--- config.mk ---
export PLATFORM = sky130hd
export DESIGN_NAME = alu_pipe
export DESIGN_NICKNAME = d
export VERILOG_FILES = /design/src/rtl/alu_pipe.sv
export SDC_FILE = /design/constraint.sdc
export NUM_CORES = 1
export LEC_CHECK = 0
export CAP_MARGIN = 20
export CORE_ASPECT_RATIO = 1.4
export CORE_MARGIN = 5
export CORE_UTILIZATION = 57
export DETAILED_ROUTE_END_ITERATION = 12
export HOLD_SLACK_MARGIN = 0.06
export PLACE_DENSITY = 0.9
export SLEW_MARGIN = 5
export SYNTH_ARGS = -nofsm -noshare
export SYNTH_HDL_FRONTEND = slang
export SYNTH_SLANG_ARGS = --single-unit
--- constraint.sdc ---
create_clock -name clk -period 4.81 [get_ports clk]
set_clock_uncertainty 0.05 [all_clocks]
set_input_delay 0.962 -clock clk [delete_from_list [all_inputs] [get_ports clk]]
set_output_delay 0.962 -clock clk [all_outputs]
set_load 0.01 [all_outputs]
--- src/rtl/alu_pipe.sv ---
// Two-stage pipelined ALU with valid/ready handshakes, status flags and an accumulator operand source.
// Build option: define ALU_SAT_EN to clamp overflowing arithmetic results to the signed extreme.
module alu_pipe #(
  parameter int WIDTH = 8
) (
  input  logic             clk,
  input  logic             rst,
  input  logic             in_valid,
  output logic             in_ready,
  input  logic [WIDTH-1:0] A,
  input  logic [WIDTH-1:0] B,
  input  logic [2:0]       sel,
  input  logic             Cin,
  input  logic             acc_sel,
  output logic             out_valid,
  input  logic             out_ready,
  output logic [WIDTH-1:0] word_out,
  output logic             Cout,
  output logic             zero,
  output logic             ovf
);

`ifdef ALU_SAT_EN
  function automatic logic signed [WIDTH-1:0] sat_result(input logic signed [WIDTH-1:0] raw,
                                                         input logic ov, input logic neg);
    if (!ov) return raw;
    return neg ? {1'b1, {(WIDTH-1){1'b0}}} : {1'b0, {(WIDTH-1){1'b1}}};
  endfunction
`endif

  logic                    vld_p1_q, vld_p1_d;
  logic signed [WIDTH-1:0] a_p1_q, b_p1_q;
  logic [2:0]              sel_p1_q;
  logic                    cin_p1_q, accsel_p1_q;

  logic                    vld_p2_q, vld_p2_d;
  logic signed [WIDTH-1:0] word_p2_q, word_p2_d;
  logic                    cout_p2_q, cout_p2_d;
  logic                    zero_p2_q, zero_p2_d;
  logic                    ovf_p2_q, ovf_p2_d;
  logic signed [WIDTH-1:0] acc_q;

  logic                    adv, accept;
  logic signed [WIDTH-1:0] exe_a, bterm, raw;
  logic [WIDTH:0]          sum;

  assign adv      = vld_p1_q && (!vld_p2_q || out_ready);
  assign in_ready = !rst && (!vld_p1_q || adv);
  assign accept   = in_valid && in_ready;

  always_comb begin
    exe_a     = accsel_p1_q ? acc_q : a_p1_q;
    bterm     = '0;
    sum       = '0;
    raw       = '0;
    word_p2_d = '0;
    cout_p2_d = 1'b0;
    ovf_p2_d  = 1'b0;
    if (!sel_p1_q[2]) begin
      unique case (sel_p1_q[1:0])
        2'b00:   bterm = '0;
        2'b01:   bterm = b_p1_q;
        2'b10:   bterm = ~b_p1_q;
        default: bterm = '1;
      endcase
      sum       = {1'b0, exe_a} + {1'b0, bterm} + {{WIDTH{1'b0}}, cin_p1_q};
      raw       = sum[WIDTH-1:0];
      cout_p2_d = sum[WIDTH];
      // Overflow: both summands share a sign that the result does not.
      ovf_p2_d  = (exe_a[WIDTH-1] == bterm[WIDTH-1]) && (raw[WIDTH-1] != exe_a[WIDTH-1]);
`ifdef ALU_SAT_EN
      word_p2_d = sat_result(raw, ovf_p2_d, exe_a[WIDTH-1]);
`else
      word_p2_d = raw;
`endif
    end else begin
      unique case (sel_p1_q[1:0])
        2'b00:   word_p2_d = exe_a | b_p1_q;
        2'b01:   word_p2_d = exe_a ^ b_p1_q;
        2'b10:   word_p2_d = exe_a & b_p1_q;
        default: word_p2_d = ~exe_a;
      endcase
    end
    zero_p2_d = (word_p2_d == '0);
  end

  always_comb begin
    vld_p1_d = vld_p1_q;
    if (accept)   vld_p1_d = 1'b1;
    else if (adv) vld_p1_d = 1'b0;
    vld_p2_d = vld_p2_q;
    if (adv)            vld_p2_d = 1'b1;
    else if (out_ready) vld_p2_d = 1'b0;
  end

  // S1: operand capture
  always_ff @(posedge clk) begin
    if (accept) begin
      a_p1_q      <= A;
      b_p1_q      <= B;
      sel_p1_q    <= sel;
      cin_p1_q    <= Cin;
      accsel_p1_q <= acc_sel;
    end
  end

  // S2: result register and accumulator
  always_ff @(posedge clk) begin
    if (rst) begin
      vld_p1_q  <= 1'b0;
      vld_p2_q  <= 1'b0;
      acc_q     <= '0;
      word_p2_q <= '0;
      cout_p2_q <= 1'b0;
      zero_p2_q <= 1'b0;
      ovf_p2_q  <= 1'b0;
    end else begin
      vld_p1_q <= vld_p1_d;
      vld_p2_q <= vld_p2_d;
      if (adv) begin
        acc_q     <= word_p2_d;
        word_p2_q <= word_p2_d;
        cout_p2_q <= cout_p2_d;
        zero_p2_q <= zero_p2_d;
        ovf_p2_q  <= ovf_p2_d;
      end
    end
  end

  assign out_valid = vld_p2_q;
  assign word_out  = word_p2_q;
  assign Cout      = cout_p2_q;
  assign zero      = zero_p2_q;
  assign ovf       = ovf_p2_q;

endmodule

# Word level (Yosys, flattened, before mapping)
# Cells that the tools add are included.
dict set report word_totals {
  regBits 34
  output_inout_bits 13
}
dict set report classes {
  eq_ne 4
  add_sub_neg 2
  n_reduce_logical 13
  n_bitwise 5
  muxes 11
}
# cell count
set op_table {}
lappend op_table {{8-bit case mux with 3 select lines} 2}
lappend op_table {{8-bit 2-to-1 mux} 3}
lappend op_table {{8-bit inverter} 2}
lappend op_table {{8-bit by 8-bit adder with 9-bit output} 1}
lappend op_table {{9-bit by 1-bit adder with 9-bit output} 1}
lappend op_table {{8-bit bitwise AND} 1}
lappend op_table {{8-bit logical NOT} 1}
lappend op_table {{8-bit OR} 1}
lappend op_table {{8-bit bitwise XOR} 1}
lappend op_table {{1-bit 2-to-1 mux} 6}
lappend op_table {{1-bit logical AND} 4}
lappend op_table {{2-bit nonzero test} 2}
lappend op_table {{1-bit logical NOT} 3}
lappend op_table {{2-bit by 1-bit equality test with 1-bit output, second input constant} 1}
lappend op_table {{2-bit equality test, second input constant} 1}
lappend op_table {{2-bit logical NOT} 1}
lappend op_table {{1-bit logical OR} 2}
lappend op_table {{1-bit equality test} 1}
lappend op_table {{1-bit inequality test} 1}

# Logic depth before layout (Yosys ltp)
dict set report depth {
  word_depth 8
  depth_mapped 11
  ltp_nobuf 9
}

# Worst setup path before layout
# No wires, ideal clock.
dict set report synth_path {
  path_kind {register to register}
  from {register sel_p1_q[0]}
  to {register zero_p2_q (netlist: zero)}
  required_time_ns 4.701
  setup_time_ns 0.059
  path_stages_with_launch 11
  arrival_ns 2.742
  slack_ns 1.959
  cell_sequence {edfxtp_1 > buf_2 > buf_2 > mux2i_1 > fa_1 > fa_1 > nand2b_1 > a211oi_1 > o311ai_0 > nor4_1 > a31o_1}
}
dict set report synth_via {
  elab_chain_cells 7
  elab_cells_between_ends 10
  cone_classes {add/sub (2); eq/ne (2); mux (4); reduce/logical (2)}
}
# element line
set synth_lines {}
lappend synth_lines {{start: declaration} 33} ;# logic [2:0] sel_p1_q;
lappend synth_lines {{start signal: assignment} 101} ;# sel_p1_q <= sel;
lappend synth_lines {{2-bit equality test, or another cell as far along} {60, 77}}
lappend synth_lines {{8-bit case mux with 3 select lines} 60} ;# unique case (sel_p1_q[1:0])
lappend synth_lines {{8-bit 2-to-1 mux} 59} ;# if (!sel_p1_q[2]) begin
lappend synth_lines {{8-bit by 8-bit adder with 9-bit output} 66} ;# sum = {1'b0, exe_a} + {1'b0, bterm} + {{WIDTH{1'b0}}, cin_p1_q};
lappend synth_lines {{9-bit by 1-bit adder with 9-bit output} 66}
lappend synth_lines {{8-bit 2-to-1 mux (*)} 59}
lappend synth_lines {{8-bit logical NOT (*)} 84} ;# zero_p2_d = (word_p2_d == '0);
lappend synth_lines {{end signal: assignment} 124} ;# zero_p2_q <= zero_p2_d;
lappend synth_lines {{end: declaration} 39} ;# logic zero_p2_q, zero_p2_d;
# Mark *: on every way between the ends. The rest lies on a longest branch, timed or not. The select of a mux whose other input is x is not followed.
# A chain may end at the register's enable or synchronous reset.

# Worst setup path after layout
dict set report layout_path {
  from {register sel_p1_q[1]}
  to {register zero_p2_q (netlist: zero)}
}
# Same word-level chain as after synthesis.

==> metrics.yaml <==
tns_ps: 0
crit_required_ps: 4990
grt.busiest_layer: "met2"
cts_buffers: 5
final_core_util_pct: 71.34
grt_max_degree: 27
period_share_pct: 69.59
yosysTopAreaCell: "edfxtp_1"
numClockSinks: 34
start_util_pct: 58.52
path_max_fanout: 19
setup_ws_ps: 1463
dieArea_um2: 5369
crit_top_cell: "fa_1"
stdcell_area_um2: 2771
synth_edf_count: 21
use_met1_pct: 21.54
synth-seq-cells: 34
cts_resized: 0
routed-via-count: 1821
drt_wl_total_um: 4910
antenna_cells: 0
wl_per_cell_um: 15.89
cp_slowest_stage_delay_ps: 810
ir_worst_vdd_mv: 0.2859
combPwrFrac_pct: 22.3
gr-usage-met2_pct: 33.73
postCtsSetupBuffers: 0
drc: 0
synthTopCellsByArea: "edfxtp_1 (28%), ha_1 (13%), dfxtp_1 (11%)"
clk_pin_slew_ps: 70
num_rows: 27
final_nets: 316
cts_root_buf: "clkbuf_8"
antenna_found_initial: 0
end_kind: "register"
finalPower_mw: 0.7466
drive_above_1_share_pct: 7.895
grt_overflow: 0
slew_violations: 0
async_flop_share_pct: 0
max-slew-margin-rel_pct: 37.53
grt_pass1_vias: 1876
yosysWarnings: 0
holdCritPathClass: "register to register"
max_slew.worst_pin.slew_ps: 937.0
grt_usage_pct: 19.39
firstDrtPassIters: 4
p_leak_nw: 1.144
swShare_pct: 25.75
nFillCells: 280
clockBufferDepth: 2
grt_pass1_wl_um: 8342
die_h_um: 84.73
critPathBufInv: 0
ys_seq_area_share_pct: 39.19
synth_top_area_share_pct: 27.74
setup_viol: 0
fmax_ghz: 0.2987
period_needed_ps: 3347
cap_viol_max_count: 0
core_area_um2: 3885
syn_to_final_growth_pct: 21.90
final_hold_viol_count: 0
cts_tree: "built"
rsz0062_at_grt: "no"
crit_family: "compound AO/OA/AOI/OAI gates"
met3_usage_pct: 4.552
htreeDepth: 2
arrival_ps: 3530
ys_types: 42
synth_fp_nets: 280
p_clk_share_pct: 32.2
run_status: "complete, no violations"
first_iter_violations: 157
ys.flop_type: "edfxtp_1"
ant_nets: 0
gp_congestion: 0.9084
post-place-ws_ps: 1488
fp.dieW_um: 63.38
syn_area_per_cell_um2: 9.884
internal_power_mw: 0.5543
seqPwrFrac_pct: 45.5
critPathSlowestCell: "edfxtp_1"
path_class: "register to register"
boundaryPins: 38
syn_inst: 230
hpwl_um: 3639
switchingPower_mw: 0.1922
power_density_nw_per_um2: 269.4
clock_latency_ps: 280
start_kind: "register"
synth_area_um2: 2273
placed_area_um2: 2664
cts_hold_buf: 0
via_per_inst: 5.893
crit_chain: "mux2i_1, fa_1, fa_1, nand2b_1, a211oi_1, o311ai_0, nor4_1, a31o_1"
portBuffers: 37
## power groups by stage
stage	combinational (mW)	clock [mW]	sequential [mW]
after floorplan	0.108	0	0.342
after global placement	0.158	0	0.345
after detailed placement	0.164	0	0.346
after CTS	0.167	0.244	0.340
after global routing	0.186	0.263	0.341
final	0.167	0.240	0.340
## final timing paths
path                            depth (start not counted)  slack, ps         from   end
worst max-delay path                                    8       1460  sel_p1_q[1]  zero
worst min-delay path                                    2        410          ovf   ovf
worst min register to register                          2        410          ovf   ovf
worst max register to register                          8       1460  sel_p1_q[1]  zero
## layer usage
| layer | vias to the layer above | share of wire (%) | wire length [um] |
|---|---|---|---|
| met5 | - | 0 | 0 |
| li1 | 889 | - | - |
| met4 | 0 | 3.2 | 155 |
| met2 | 57 | 53 | 2586 |
| met3 | 17 | 5.7 | 278 |
| met1 | 858 | 38 | 1890 |
## synth_stat cells (2+ instances only)
master / count
nor2_1: 23
o21ai_0: 8
a211oi_1: 4
nor3_1: 4
o211ai_1: 3
a21oi_1: 14
buf_2: 3
clkbuf_1: 6
ha_1: 23
fa_1: 2
edfxtp_1: 21
mux2i_1: 9
nand2b_1: 8
dfxtp_1: 13
o31a_1: 3
a221oi_1: 2
nor3b_1: 4
or3_1: 2
nand3_1: 3
inv_1: 25
mux2_2: 7
a31oi_1: 2
nand2_1: 12
nor2b_1: 6
o21a_1: 4
mux4_2: 3
## worst reg2reg max path, cell delays in order (launching register included)
cell	delay, ps
edfxtp_1	810
mux2i_1	210
fa_1	460
fa_1	410
nand2b_1	190
a211oi_1	470
o311ai_0	210
nor4_1	300
a31o_1	200
## cell usage in the layout, fill, tap and decap left out, types with 2 or more instances in the layout
master	count
o211ai_1	3
ha_1	23
o21a_1	4
nor2_1	23
or3_1	2
nor2b_1	6
o31a_1	3
nand3_1	3
buf_4	2
edfxtp_1	21
nand2_1	12
nor3b_1	4
inv_1	25
nand2b_1	8
nor3_1	4
o21ai_0	8
mux2_2	7
mux4_2	3
mux2i_1	9
dfxtp_1	13
a21oi_1	14
clkdlybuf4s50_1	37
a31oi_1	2
fa_1	2
a211oi_1	4
clkbuf_8	6
a221oi_1	2
## state kept, by name, summed over array words and instances, names as in the netlist
signal       cells
a_p1_q           8
acc_q            8
b_p1_q           8
sel_p1_q         3
Cout             1
accsel_p1_q      1
cin_p1_q         1
out_valid        1
ovf              1
vld_p1_q         1
zero             1
## kinds of logic after synthesis
group           count (synthesis)  share of synthesized area [%]
xor+xnor                        2                         0.7706
fa+ha+maj                      25                          14.42
mux                            20                          11.01
flops                          34                          39.19
buf+inv                        35                          6.274
simple gates                   67                          14.64
compound gates                 47                          13.70
## metrics by stage
stage	std cells	hold slack, ps
after global placement	302	393.8
after global routing	309	450.8
after detailed placement	302	405.5
after CTS	309	414.6
final	309	411.3
after floorplan	230	426.2
## final cells by class
type                       instances  area [um2]  area share, %
sequential                        34       890.9          32.14
tap                               43       53.80          1.941
timing repair buffer              39       385.4          13.91
clock buffer                       7       107.6          3.883
multi-input combinational        161        1240          44.74
inverter                          25       93.84          3.386
(Power assumes the default switching activity.)
